## src/rtl/operand_fetch_pkg.sv

```systemverilog
// operand_fetch_pkg: shared constants and types for the operand fetch block.
//   MEM_W      - default register / operand width
//   RF_AW_DEF  - default register-file address width (16 registers)
//   ST_*       - 3-bit FSM state encodings, used by state_t
//   tag_t      - identifies which operand an in-flight read belongs to
package operand_fetch_pkg;

    localparam int MEM_W     = 16;
    localparam int RF_AW_DEF = 4;

    localparam logic [2:0] ST_IDLE    = 3'd0;
    localparam logic [2:0] ST_ISSUE_A = 3'd1;
    localparam logic [2:0] ST_ISSUE_B = 3'd2;
    localparam logic [2:0] ST_DRAIN   = 3'd3;
    localparam logic [2:0] ST_OUT     = 3'd4;

    typedef enum logic [2:0] {
        IDLE    = ST_IDLE,
        ISSUE_A = ST_ISSUE_A,
        ISSUE_B = ST_ISSUE_B,
        DRAIN   = ST_DRAIN,
        OUT     = ST_OUT
    } state_t;

    typedef enum logic {
        TAG_A = 1'b0,
        TAG_B = 1'b1
    } tag_t;

endpackage

```

## src/rtl/operand_fetch_if.sv

```systemverilog
// operand_fetch_if: bundles every non-clock signal of the operand fetch block.
//   request  : req_valid, req_ready, rs_a, rs_b, need_b
//   writeback: wb_valid, wb_addr, wb_data
//   reg file : rf_sel, rf_wr, rf_rd, rf_wdata, rf_rdata
//   execute  : op_valid, op_ready, op_a, op_b
// master is the operand fetch block; slave is its surroundings
// (decode, writeback, register file and execute).
interface operand_fetch_if
    import operand_fetch_pkg::*;
#(
    parameter int DATA_W = MEM_W,
    parameter int RF_AW  = RF_AW_DEF
);
    logic              req_valid;
    logic              req_ready;
    logic [RF_AW-1:0]  rs_a;
    logic [RF_AW-1:0]  rs_b;
    logic              need_b;
    logic              wb_valid;
    logic [RF_AW-1:0]  wb_addr;
    logic [DATA_W-1:0] wb_data;
    logic [RF_AW-1:0]  rf_sel;
    logic              rf_wr;
    logic              rf_rd;
    logic [DATA_W-1:0] rf_wdata;
    logic [DATA_W-1:0] rf_rdata;
    logic              op_valid;
    logic              op_ready;
    logic [DATA_W-1:0] op_a;
    logic [DATA_W-1:0] op_b;

    modport master (
        input  req_valid, rs_a, rs_b, need_b, wb_valid, wb_addr, wb_data,
               rf_rdata, op_ready,
        output req_ready, rf_sel, rf_wr, rf_rd, rf_wdata, op_valid, op_a, op_b
    );

    modport slave (
        output req_valid, rs_a, rs_b, need_b, wb_valid, wb_addr, wb_data,
               rf_rdata, op_ready,
        input  req_ready, rf_sel, rf_wr, rf_rd, rf_wdata, op_valid, op_a, op_b
    );
endinterface

```

## src/rtl/of_operand_slot.sv

```systemverilog
// of_operand_slot: one operand register plus its forwarded flag.
//   clk, rst  : clock, synchronous active-high reset
//   clear     : new request accepted; zero the operand and the flag
//   fwd_hit   : writeback targets this operand now; load fwd_data, set flag
//   cap       : register-file read data for this operand is on cap_data
//   op, fwd   : operand value and forwarded flag
// Once forwarded, the operand ignores register-file data: that read was
// issued before (or alongside) the newer writeback and is stale.
module of_operand_slot
    import operand_fetch_pkg::*;
#(
    parameter int DATA_W = MEM_W
) (
    input  logic              clk,
    input  logic              rst,
    input  logic              clear,
    input  logic              fwd_hit,
    input  logic [DATA_W-1:0] fwd_data,
    input  logic              cap,
    input  logic [DATA_W-1:0] cap_data,
    output logic [DATA_W-1:0] op,
    output logic              fwd
);

    always_ff @(posedge clk) begin
        if (rst) begin
            op  <= '0;
            fwd <= 1'b0;
        end else if (clear) begin
            op  <= '0;
            fwd <= 1'b0;
        end else if (fwd_hit) begin
            // A forward in the capture cycle beats the returning read data.
            op  <= fwd_data;
            fwd <= 1'b1;
        end else if (cap && !fwd) begin
            op  <= cap_data;
        end
    end

endmodule

```

## src/rtl/operand_fetch.sv

```systemverilog
// operand_fetch: reads up to two source operands over the single
// register-file port, giving writeback writes priority on the port and
// forwarding writeback data into operands that are still being fetched.
//   clk, rst : clock, synchronous active-high reset
//   bus      : operand_fetch_if.master (request, writeback, register-file
//              and execute-stage signals)
// Read data returns one cycle after rf_rd; rd_pend/rd_tag remember which
// operand that returning data belongs to.
module operand_fetch
    import operand_fetch_pkg::*;
#(
    parameter int DATA_W = MEM_W,
    parameter int RF_AW  = RF_AW_DEF
) (
    input  logic            clk,
    input  logic            rst,
    operand_fetch_if.master bus
);

    state_t            state;
    logic [RF_AW-1:0]  rs_a_q;
    logic [RF_AW-1:0]  rs_b_q;
    logic              need_b_q;
    logic              rd_pend;
    tag_t              rd_tag;
    logic              op_valid_q;

    logic              fwd_a;
    logic              fwd_b;
    logic [DATA_W-1:0] op_a;
    logic [DATA_W-1:0] op_b;

    logic              accept;
    logic              issue_a;
    logic              issue_b;
    logic              fwd_win;
    logic              fwd_a_hit;
    logic              fwd_b_hit;
    logic              cap_a;
    logic              cap_b;

    assign bus.req_ready = (state == IDLE) && !rst;
    assign accept        = bus.req_valid && bus.req_ready;

    // A writeback owns the port this cycle; an already-forwarded operand
    // needs no read at all.
    assign issue_a = !rst && !bus.wb_valid && (state == ISSUE_A) && !fwd_a;
    assign issue_b = !rst && !bus.wb_valid && (state == ISSUE_B) && !fwd_b;

    // Operands are frozen once presented in OUT.
    assign fwd_win   = (state == ISSUE_A) || (state == ISSUE_B) || (state == DRAIN);
    assign fwd_a_hit = fwd_win && bus.wb_valid && (bus.wb_addr == rs_a_q);
    assign fwd_b_hit = fwd_win && bus.wb_valid && need_b_q && (bus.wb_addr == rs_b_q);

    assign cap_a = rd_pend && (rd_tag == TAG_A);
    assign cap_b = rd_pend && (rd_tag == TAG_B);

    always_comb begin
        bus.rf_wr    = 1'b0;
        bus.rf_rd    = 1'b0;
        bus.rf_sel   = '0;
        bus.rf_wdata = '0;
        if (!rst) begin
            if (bus.wb_valid) begin
                bus.rf_wr    = 1'b1;
                bus.rf_sel   = bus.wb_addr;
                bus.rf_wdata = bus.wb_data;
            end else if (issue_a) begin
                bus.rf_rd  = 1'b1;
                bus.rf_sel = rs_a_q;
            end else if (issue_b) begin
                bus.rf_rd  = 1'b1;
                bus.rf_sel = rs_b_q;
            end
        end
    end

    always_ff @(posedge clk) begin
        if (rst) begin
            state      <= IDLE;
            need_b_q   <= 1'b0;
            rd_pend    <= 1'b0;
            rd_tag     <= TAG_A;
            op_valid_q <= 1'b0;
        end else begin
            rd_pend <= issue_a || issue_b;
            if (issue_a) begin
                rd_tag <= TAG_A;
            end else if (issue_b) begin
                rd_tag <= TAG_B;
            end
            case (state)
                IDLE: begin
                    if (accept) begin
                        rs_a_q   <= bus.rs_a;
                        rs_b_q   <= bus.rs_b;
                        need_b_q <= bus.need_b;
                        state    <= ISSUE_A;
                    end
                end
                ISSUE_A: begin
                    if (!bus.wb_valid) begin
                        state <= need_b_q ? ISSUE_B : DRAIN;
                    end
                end
                ISSUE_B: begin
                    if (!bus.wb_valid) begin
                        state <= DRAIN;
                    end
                end
                DRAIN: begin
                    state      <= OUT;
                    op_valid_q <= 1'b1;
                end
                OUT: begin
                    if (bus.op_ready) begin
                        state      <= IDLE;
                        op_valid_q <= 1'b0;
                    end
                end
                default: begin
                    state      <= IDLE;
                    op_valid_q <= 1'b0;
                end
            endcase
        end
    end

    of_operand_slot #(.DATA_W(DATA_W)) u_slot_a (
        .clk      (clk),
        .rst      (rst),
        .clear    (accept),
        .fwd_hit  (fwd_a_hit),
        .fwd_data (bus.wb_data),
        .cap      (cap_a),
        .cap_data (bus.rf_rdata),
        .op       (op_a),
        .fwd      (fwd_a)
    );

    of_operand_slot #(.DATA_W(DATA_W)) u_slot_b (
        .clk      (clk),
        .rst      (rst),
        .clear    (accept),
        .fwd_hit  (fwd_b_hit),
        .fwd_data (bus.wb_data),
        .cap      (cap_b),
        .cap_data (bus.rf_rdata),
        .op       (op_b),
        .fwd      (fwd_b)
    );

    assign bus.op_valid = op_valid_q;
    assign bus.op_a     = op_a;
    assign bus.op_b     = op_b;

endmodule
```

## src/flat_wrapper.sv

```systemverilog
// flat-port wrapper written by rule: the top's interface ports become plain ports
module operand_fetch_flat import operand_fetch_pkg::*;
#(
    parameter int DATA_W = MEM_W,
    parameter int RF_AW  = RF_AW_DEF
)
  (clk, rst, bus_req_valid, bus_rs_a, bus_rs_b, bus_need_b, bus_wb_valid, bus_wb_addr, bus_wb_data, bus_rf_rdata, bus_op_ready, bus_req_ready, bus_rf_sel, bus_rf_wr, bus_rf_rd, bus_rf_wdata, bus_op_valid, bus_op_a, bus_op_b);
  operand_fetch_if #(.DATA_W(DATA_W), .RF_AW(RF_AW)) bus_i ();
  input  logic clk;
  input  logic rst;
  input wire logic [$bits(bus_i.req_valid)-1:0] bus_req_valid;
  input wire logic [$bits(bus_i.rs_a)-1:0] bus_rs_a;
  input wire logic [$bits(bus_i.rs_b)-1:0] bus_rs_b;
  input wire logic [$bits(bus_i.need_b)-1:0] bus_need_b;
  input wire logic [$bits(bus_i.wb_valid)-1:0] bus_wb_valid;
  input wire logic [$bits(bus_i.wb_addr)-1:0] bus_wb_addr;
  input wire logic [$bits(bus_i.wb_data)-1:0] bus_wb_data;
  input wire logic [$bits(bus_i.rf_rdata)-1:0] bus_rf_rdata;
  input wire logic [$bits(bus_i.op_ready)-1:0] bus_op_ready;
  output wire logic [$bits(bus_i.req_ready)-1:0] bus_req_ready;
  output wire logic [$bits(bus_i.rf_sel)-1:0] bus_rf_sel;
  output wire logic [$bits(bus_i.rf_wr)-1:0] bus_rf_wr;
  output wire logic [$bits(bus_i.rf_rd)-1:0] bus_rf_rd;
  output wire logic [$bits(bus_i.rf_wdata)-1:0] bus_rf_wdata;
  output wire logic [$bits(bus_i.op_valid)-1:0] bus_op_valid;
  output wire logic [$bits(bus_i.op_a)-1:0] bus_op_a;
  output wire logic [$bits(bus_i.op_b)-1:0] bus_op_b;
  assign bus_i.req_valid = bus_req_valid;
  assign bus_i.rs_a = bus_rs_a;
  assign bus_i.rs_b = bus_rs_b;
  assign bus_i.need_b = bus_need_b;
  assign bus_i.wb_valid = bus_wb_valid;
  assign bus_i.wb_addr = bus_wb_addr;
  assign bus_i.wb_data = bus_wb_data;
  assign bus_i.rf_rdata = bus_rf_rdata;
  assign bus_i.op_ready = bus_op_ready;
  assign bus_req_ready = bus_i.req_ready;
  assign bus_rf_sel = bus_i.rf_sel;
  assign bus_rf_wr = bus_i.rf_wr;
  assign bus_rf_rd = bus_i.rf_rd;
  assign bus_rf_wdata = bus_i.rf_wdata;
  assign bus_op_valid = bus_i.op_valid;
  assign bus_op_a = bus_i.op_a;
  assign bus_op_b = bus_i.op_b;
  operand_fetch #(.DATA_W(DATA_W), .RF_AW(RF_AW)) u_core (.clk(clk), .rst(rst), .bus(bus_i));
endmodule
```

## config.mk

```make
export PLATFORM = sky130hd
export DESIGN_NAME = operand_fetch_flat
export DESIGN_NICKNAME = d
export VERILOG_FILES = /design/src/rtl/operand_fetch_pkg.sv /design/src/rtl/operand_fetch_if.sv /design/src/rtl/of_operand_slot.sv /design/src/rtl/operand_fetch.sv /design/src/flat_wrapper.sv
export SDC_FILE = /design/constraint.sdc
export NUM_CORES = 1
export LEC_CHECK = 0
export BUFFER_PORTS_ARGS = -buffer_cell sky130_fd_sc_hd__buf_2
export CAP_MARGIN = 5
export CORE_ASPECT_RATIO = 2
export CORE_MARGIN = 5
export CORE_UTILIZATION = 36
export CTS_BUF_LIST = sky130_fd_sc_hd__clkbuf_4 sky130_fd_sc_hd__clkbuf_8
export DETAILED_ROUTE_END_ITERATION = 6
export SYNTH_ARGS = -nofsm -noshare
export SYNTH_HDL_FRONTEND = slang
export SYNTH_SLANG_ARGS = --single-unit
```

## constraint.sdc

```tcl
create_clock -name clk -period 3.3 [get_ports clk]
set_clock_uncertainty 0.2 [all_clocks]
set_input_delay 0.66 -clock clk [delete_from_list [all_inputs] [get_ports clk]]
set_output_delay 0.66 -clock clk [all_outputs]
set_load 0.05 [all_outputs]
```

# ---- Word-level counts from Yosys, hierarchy flattened
# Cells that the tools add are included.
# W data, S select, Z words.
dict set report op_classes {
  muxes 24
  n_bitwise 3
  n_eq_ne 10
  reduce_logical 32
}
# op n
set op_table {}
lappend op_table {{$mux W16} 6}
lappend op_table {{$mux W4} 4}
lappend op_table {{$logic_and A1 B1 Y1} 15}
lappend op_table {{$pmux W3 S5} 1}
lappend op_table {{$mux W3} 4}
lappend op_table {{$eq A4 B4 Y1} 2}
lappend op_table {{$mux W1} 8}
lappend op_table {{$eq A3 B2 Y1 const B} 2}
lappend op_table {{$ne A2 B2 Y1 const B} 3}
lappend op_table {{$logic_not A1 Y1} 4}
lappend op_table {{$reduce_and A2 Y1} 2}
lappend op_table {{$reduce_and A4 Y1} 1}
lappend op_table {{$reduce_bool A2 Y1} 2}
lappend op_table {{$reduce_or A2 Y1} 2}
lappend op_table {{$eq A3 B1 Y1 const B} 1}
lappend op_table {{$eq A3 B3 Y1 const B} 1}
lappend op_table {{$logic_not A3 Y1} 1}
lappend op_table {{$logic_or A1 B1 Y1} 3}
lappend op_table {{$not A1 Y1} 3}
lappend op_table {{$pmux W1 S3} 1}
lappend op_table {{$reduce_and A3 Y1} 1}
lappend op_table {{$reduce_or A3 Y1} 1}
lappend op_table {{$ne A2 B1 Y1 const B} 1}
dict set report word_totals {
  out_inout_bits 56
  input_bits 50
  register_bits 49
  word_cells 80
}

# ---- Logic depth before layout (Yosys ltp)
dict set report depth {
  word_depth 8
  depth_mapped 7
  depth_no_buf 4
}

# ---- Hierarchy
# From an unflattened synthesis, not the netlist that was laid out.
dict set report hier_totals {
  cells_unflattened 297
  hier_area_um2 2686.3
}
# module area_each_um2 n_inst cells_each seq_area_each_um2
set modules_own_cells {}
lappend modules_own_cells {of_operand_slot 880.8 2 97 340.3}
lappend modules_own_cells {operand_fetch 924.6 1 103 380.4}

# ---- Worst setup path after synthesis
# OpenSTA, ideal clock, no wires.
dict set report synth_path {
  path_type {input to output}
  from {in rst}
  to {out bus_rf_sel[0]}
  setup_slack_ns 0.119
  stages 5
  t_arrival_ns 2.321
  required_time_ns 2.440
  path_cell_list {buf_2 -> or2_1 -> nor4_2 -> a21oi_1 -> o21ai_1}
}
dict set report synth_via {
  elab_chain_cells 8
  word_cells_on_any_way 10
}
# item line
set synth_rtl {}
lappend synth_rtl {{from (decl)} flat_wrapper.sv:10} ;# input logic rst;
lappend synth_rtl {{$logic_not A1 Y1} {operand_fetch.sv:47, operand_fetch.sv:48}}
lappend synth_rtl {{$logic_and A1 B1 Y1} {operand_fetch.sv:47, operand_fetch.sv:48}}
lappend synth_rtl {{$logic_and A1 B1 Y1 (2 in series)} operand_fetch.sv:48} ;# assign issue_b = !rst && !bus.wb_valid && (state == ISSUE_B) && !fwd_b;
lappend synth_rtl {{$mux W4} operand_fetch.sv:71} ;# end else if (issue_b) begin
lappend synth_rtl {{$mux W4} operand_fetch.sv:68} ;# end else if (issue_a) begin
lappend synth_rtl {{$mux W4} operand_fetch.sv:64} ;# if (bus.wb_valid) begin
lappend synth_rtl {{$mux W4 *} operand_fetch.sv:63} ;# if (!rst) begin
lappend synth_rtl {{to (decl)} flat_wrapper.sv:21} ;# output wire logic [$bits(bus_i.rf_sel)-1:0] bus_rf_sel;
# Mark *: on every way between the ends. The rest lies on a longest branch, timed or not.

# ---- Worst setup path in the final report
dict set report layout_path {
  from {reg u_core.state[2]}
  to {out bus_rf_sel[1]}
}
dict set report layout_via {
  elab_chain_cells 7
  word_cells_on_any_way 10
}
# item line
set layout_rtl {}
lappend layout_rtl {{from (decl)} operand_fetch.sv:20} ;# state_t state;
lappend layout_rtl {{from (signal assigned)} operand_fetch.sv:103} ;# state <= need_b_q ? ISSUE_B : DRAIN;
lappend layout_rtl {{$eq A3 B2 Y1} operand_fetch.sv:48}
lappend layout_rtl {{$logic_and A1 B1 Y1 (2 in series)} operand_fetch.sv:48}
lappend layout_rtl {{$mux W4} operand_fetch.sv:71}
lappend layout_rtl {{$mux W4 *} operand_fetch.sv:68}
lappend layout_rtl {{$mux W4 *} operand_fetch.sv:64}
lappend layout_rtl {{$mux W4 *} operand_fetch.sv:63}
# Marked as above.

==> metrics.log <==
INFO  metric netlist_area = 2470 um2
INFO  metric global_route_wire_length_before_repair = 11400 um
INFO  metric grt_pass1_vias = 2247
INFO  metric cts.sink_count = 49
INFO  metric gr-usage-all-layers = 17.5%
INFO  metric start_util = 37.1%
INFO  metric yosysTopAreaCellShare = 33.2%
INFO  metric antenna_found_initial = 0
INFO  metric postCtsSetupRepairBufs = 0
INFO  metric n_antenna_cell = 0
INFO  metric globalplace.congestion = 0.781
INFO  metric area_growth_syn_to_layout = 28.2%
INFO  metric leakage = 1.41 nW
INFO  metric fmaxAchievable = 333 MHz
INFO  metric cts_resized = 0
INFO  metric peakVddDrop = 0.317 mV
INFO  metric part_of_the_yosys_area_used_for_sequential_elements = 42.9%
INFO  metric worstSetupEndpointType = primary output
INFO  metric final_cells = 436
INFO  metric fin_crit = 3.00 ns
INFO  metric final_layout_size_suffix_gt1_share = 41.1%
INFO  metric cts_tree = yes
INFO  metric postRouteAntennaNets = 0
INFO  metric run_status = complete, no violations
INFO  metric drv_cap = 0
INFO  metric drv_slew = 0
INFO  metric num_io_pins = 106
INFO  metric path_class_of_the_lowest_slack_min_delay_path = reg -> reg
INFO  metric preCtsSetupSlack = 0.450 ns
INFO  metric post-place-cells = 428
INFO  metric synthesis.instances = 247
INFO  metric timing.final.ws_setup = 0.301 ns
INFO  metric detail_route.vias_per_cell = 5.08
INFO  metric ys.warnings.count = 0
INFO  metric dp.final_hpwl = 5450 um
INFO  metric synthTopCellsByArea = sky130_fd_sc_hd__dfxtp_1, sky130_fd_sc_hd__mux2i_1, sky130_fd_sc_hd__edfxtp_1, sky130_fd_sc_hd__o31ai_1, sky130_fd_sc_hd__a21oi_1
INFO  metric post_drt_wl_per_cell = 17.1 um
INFO  metric yosys.area.top_type = sky130_fd_sc_hd__dfxtp_1
INFO  metric asyncSetResetFlopFracSynth = 0%
INFO  metric drt-total-wl = 7450 um
INFO  metric post-route-period-util = 90.9%
INFO  metric numCtsBuffers = 5
INFO  metric worstSetupStartpointType = flop
INFO  metric maximum_number_of_pins_on_one_net_before_global_route_repair = 25
INFO  metric unrepaired_setup_endpoints_after_global_routing = no
INFO  metric drtIter0Drc = 83
INFO  metric avgSynthCellArea = 10.0 um2
INFO  metric dr_total_vias = 2216
INFO  metric ctsLongestPathBuffers = 2
INFO  metric die-area = 8730 um2
INFO  metric syn-num-nets = 297
INFO  metric post_synth_cell_types = 37
INFO  metric nNetsFinal = 397
INFO  metric coreArea = 6670 um2
INFO  metric timing_hold_violations_final = 0
INFO  metric worst-slew-pin-transition = 1.04 ns
INFO  metric setup_total_negative_slack = 0 ns
INFO  metric worst_ep_arrival_time = 2.14 ns
INFO  metric timing.setup.critical_path_class = reg -> out
INFO  metric io_buffer_count = 105
INFO  metric slew_headroom = 30.4%
INFO  metric path_clk_slew = 0.09 ns
INFO  metric die_height = 127 um
INFO  metric timing.final.setup_violations = 0
INFO  metric synth-seq-cells = 49
INFO  metric number_of_synthesized_flops_with_an_enable_pin = 8
INFO  metric cts-hold-fix-buffers = 0
INFO  metric worst-endpoint-required = 2.44 ns
INFO  metric h-tree-depth = 2
INFO  metric total_global_routing_overflow = 0
INFO  metric insertion_delay = 0.31 ns
INFO  metric cp_max_fo = 7
INFO  metric power.density = 438 nW/um2
INFO  metric clk_root_buffer_cell = sky130_fd_sc_hd__clkbuf_8
INFO  metric fp-row-count = 42
INFO  metric drc = 0
INFO  metric firstDrtPassIters = 4
INFO  metric floorplan.die.width = 68.6 um
INFO  metric synthFlopType = sky130_fd_sc_hd__dfxtp_1
[state kept, by name (all words and copies together) (netlist names)]
signal and count:
u_core.bus.op_valid 1, u_core.need_b_q 1, u_core.rd_pend 1, u_core.rd_tag 1
u_core.rs_a_q 4, u_core.rs_b_q 4, u_core.state 3, u_core.u_slot_a.fwd 1
u_core.u_slot_a.op 16, u_core.u_slot_b.fwd 1, u_core.u_slot_b.op 16
[power breakdown]
part / switching [mW] / total [mW] / internal (mW)
registers: 0.0129 / 0.638 / 0.625
logic: 0.197 / 0.291 / 0.0936
clock network: 0.213 / 0.460 / 0.247
[cells in the mapped netlist (all sizes together) (3+ instances only)]
cell    count
a211oi      8
a21oi      33
and2       17
buf        11
clkbuf      7
dfxtp      41
edfxtp      8
inv         3
mux2i      33
nand2       6
nand3       3
nor2       10
nor3       11
o21ai       5
o31ai      24
or2         7
xnor2       8
[area by class of cell]
cell class,instances,area (um2)
Clock buffer,6,82.6
Clock inverter,2,36.3
Fill cell,708,3500
Inverter,3,11.3
Multi-Input combinational cell,177,1300
Sequential cell,49,1060
Tap cell,88,110
Timing Repair Buffer,111,571
[worst max-delay path: stages, from the launching register on]
cell and delay (ns):
sky130_fd_sc_hd__dfxtp_1 0.37, sky130_fd_sc_hd__or4b_4 0.58, sky130_fd_sc_hd__nor3_2 0.38, sky130_fd_sc_hd__a21oi_1 0.07, sky130_fd_sc_hd__o21ai_1 0.15, sky130_fd_sc_hd__buf_2 0.28
[logic make-up (layout without fill, tap and decap cells)]
family | after synthesis | in the layout | synth area share [%]
compound gates | 71 | 71 | 19.5
simple gates | 65 | 65 | 16.6
flops | 49 | 49 | 42.9
mux | 33 | 33 | 13.4
buf+inv | 21 | 122 | 4.86
xor+xnor | 8 | 8 | 2.83
[placed cells by master, fill, tap and decap left out, types with 8 or more instances in the layout]
cell,count
sky130_fd_sc_hd__mux2i_1,33
sky130_fd_sc_hd__dfxtp_1,41
sky130_fd_sc_hd__a21oi_1,23
sky130_fd_sc_hd__edfxtp_1,8
sky130_fd_sc_hd__nor2_1,9
sky130_fd_sc_hd__o31ai_1,24
sky130_fd_sc_hd__nor3_1,10
sky130_fd_sc_hd__and2_1,17
sky130_fd_sc_hd__buf_2,105
sky130_fd_sc_hd__a21oi_2,10
sky130_fd_sc_hd__xnor2_1,8
[layer usage]
metal | up-vias | share of wire (%) | track usage [%] | wire length, um
met5 | - | 0 | 0 | 0
met4 | 0 | 2.8 | 7.85 | 208
met3 | 15 | 5.3 | 3.08 | 392
met2 | 75 | 55 | 31.9 | 4100
met1 | 1023 | 37 | 18.6 | 2760
li1 | 1103 | - | - | -
[metrics by stage]
stage | util (%) | total power [mW] | hold WS (ns) | area, um2
2_1_floorplan | - | 0.852 | 0.239 | 2470
3_3_place_gp | 45.7 | 0.943 | 0.262 | 3050
3_5_place_dp | 45.7 | 0.944 | 0.270 | 3050
4_1_cts | 47.5 | 1.40 | 0.285 | 3170
5_1_grt | 47.5 | 1.45 | 0.314 | 3170
6_report | 47.5 | 1.39 | 0.284 | 3170
[path summary, 6_finish.rpt]
check / depth (start not counted) / slack (ns) / to / start
max: 5 / 0.30 / bus_rf_sel[1] / u_core.state[2]$_SDFFE_PP0P_
min reg2reg: 2 / 0.28 / u_core.bus.op_valid$_SDFFE_PP0P_ / u_core.bus.op_valid$_SDFFE_PP0P_
max reg2reg: 4 / 0.98 / u_core.u_slot_a.fwd$_SDFFE_PP0P_ / u_core.state[1]$_SDFFE_PP0P_
min: 2 / 0.28 / u_core.bus.op_valid$_SDFFE_PP0P_ / u_core.bus.op_valid$_SDFFE_PP0P_
Note: power is estimated with default switching activity, not from simulation.
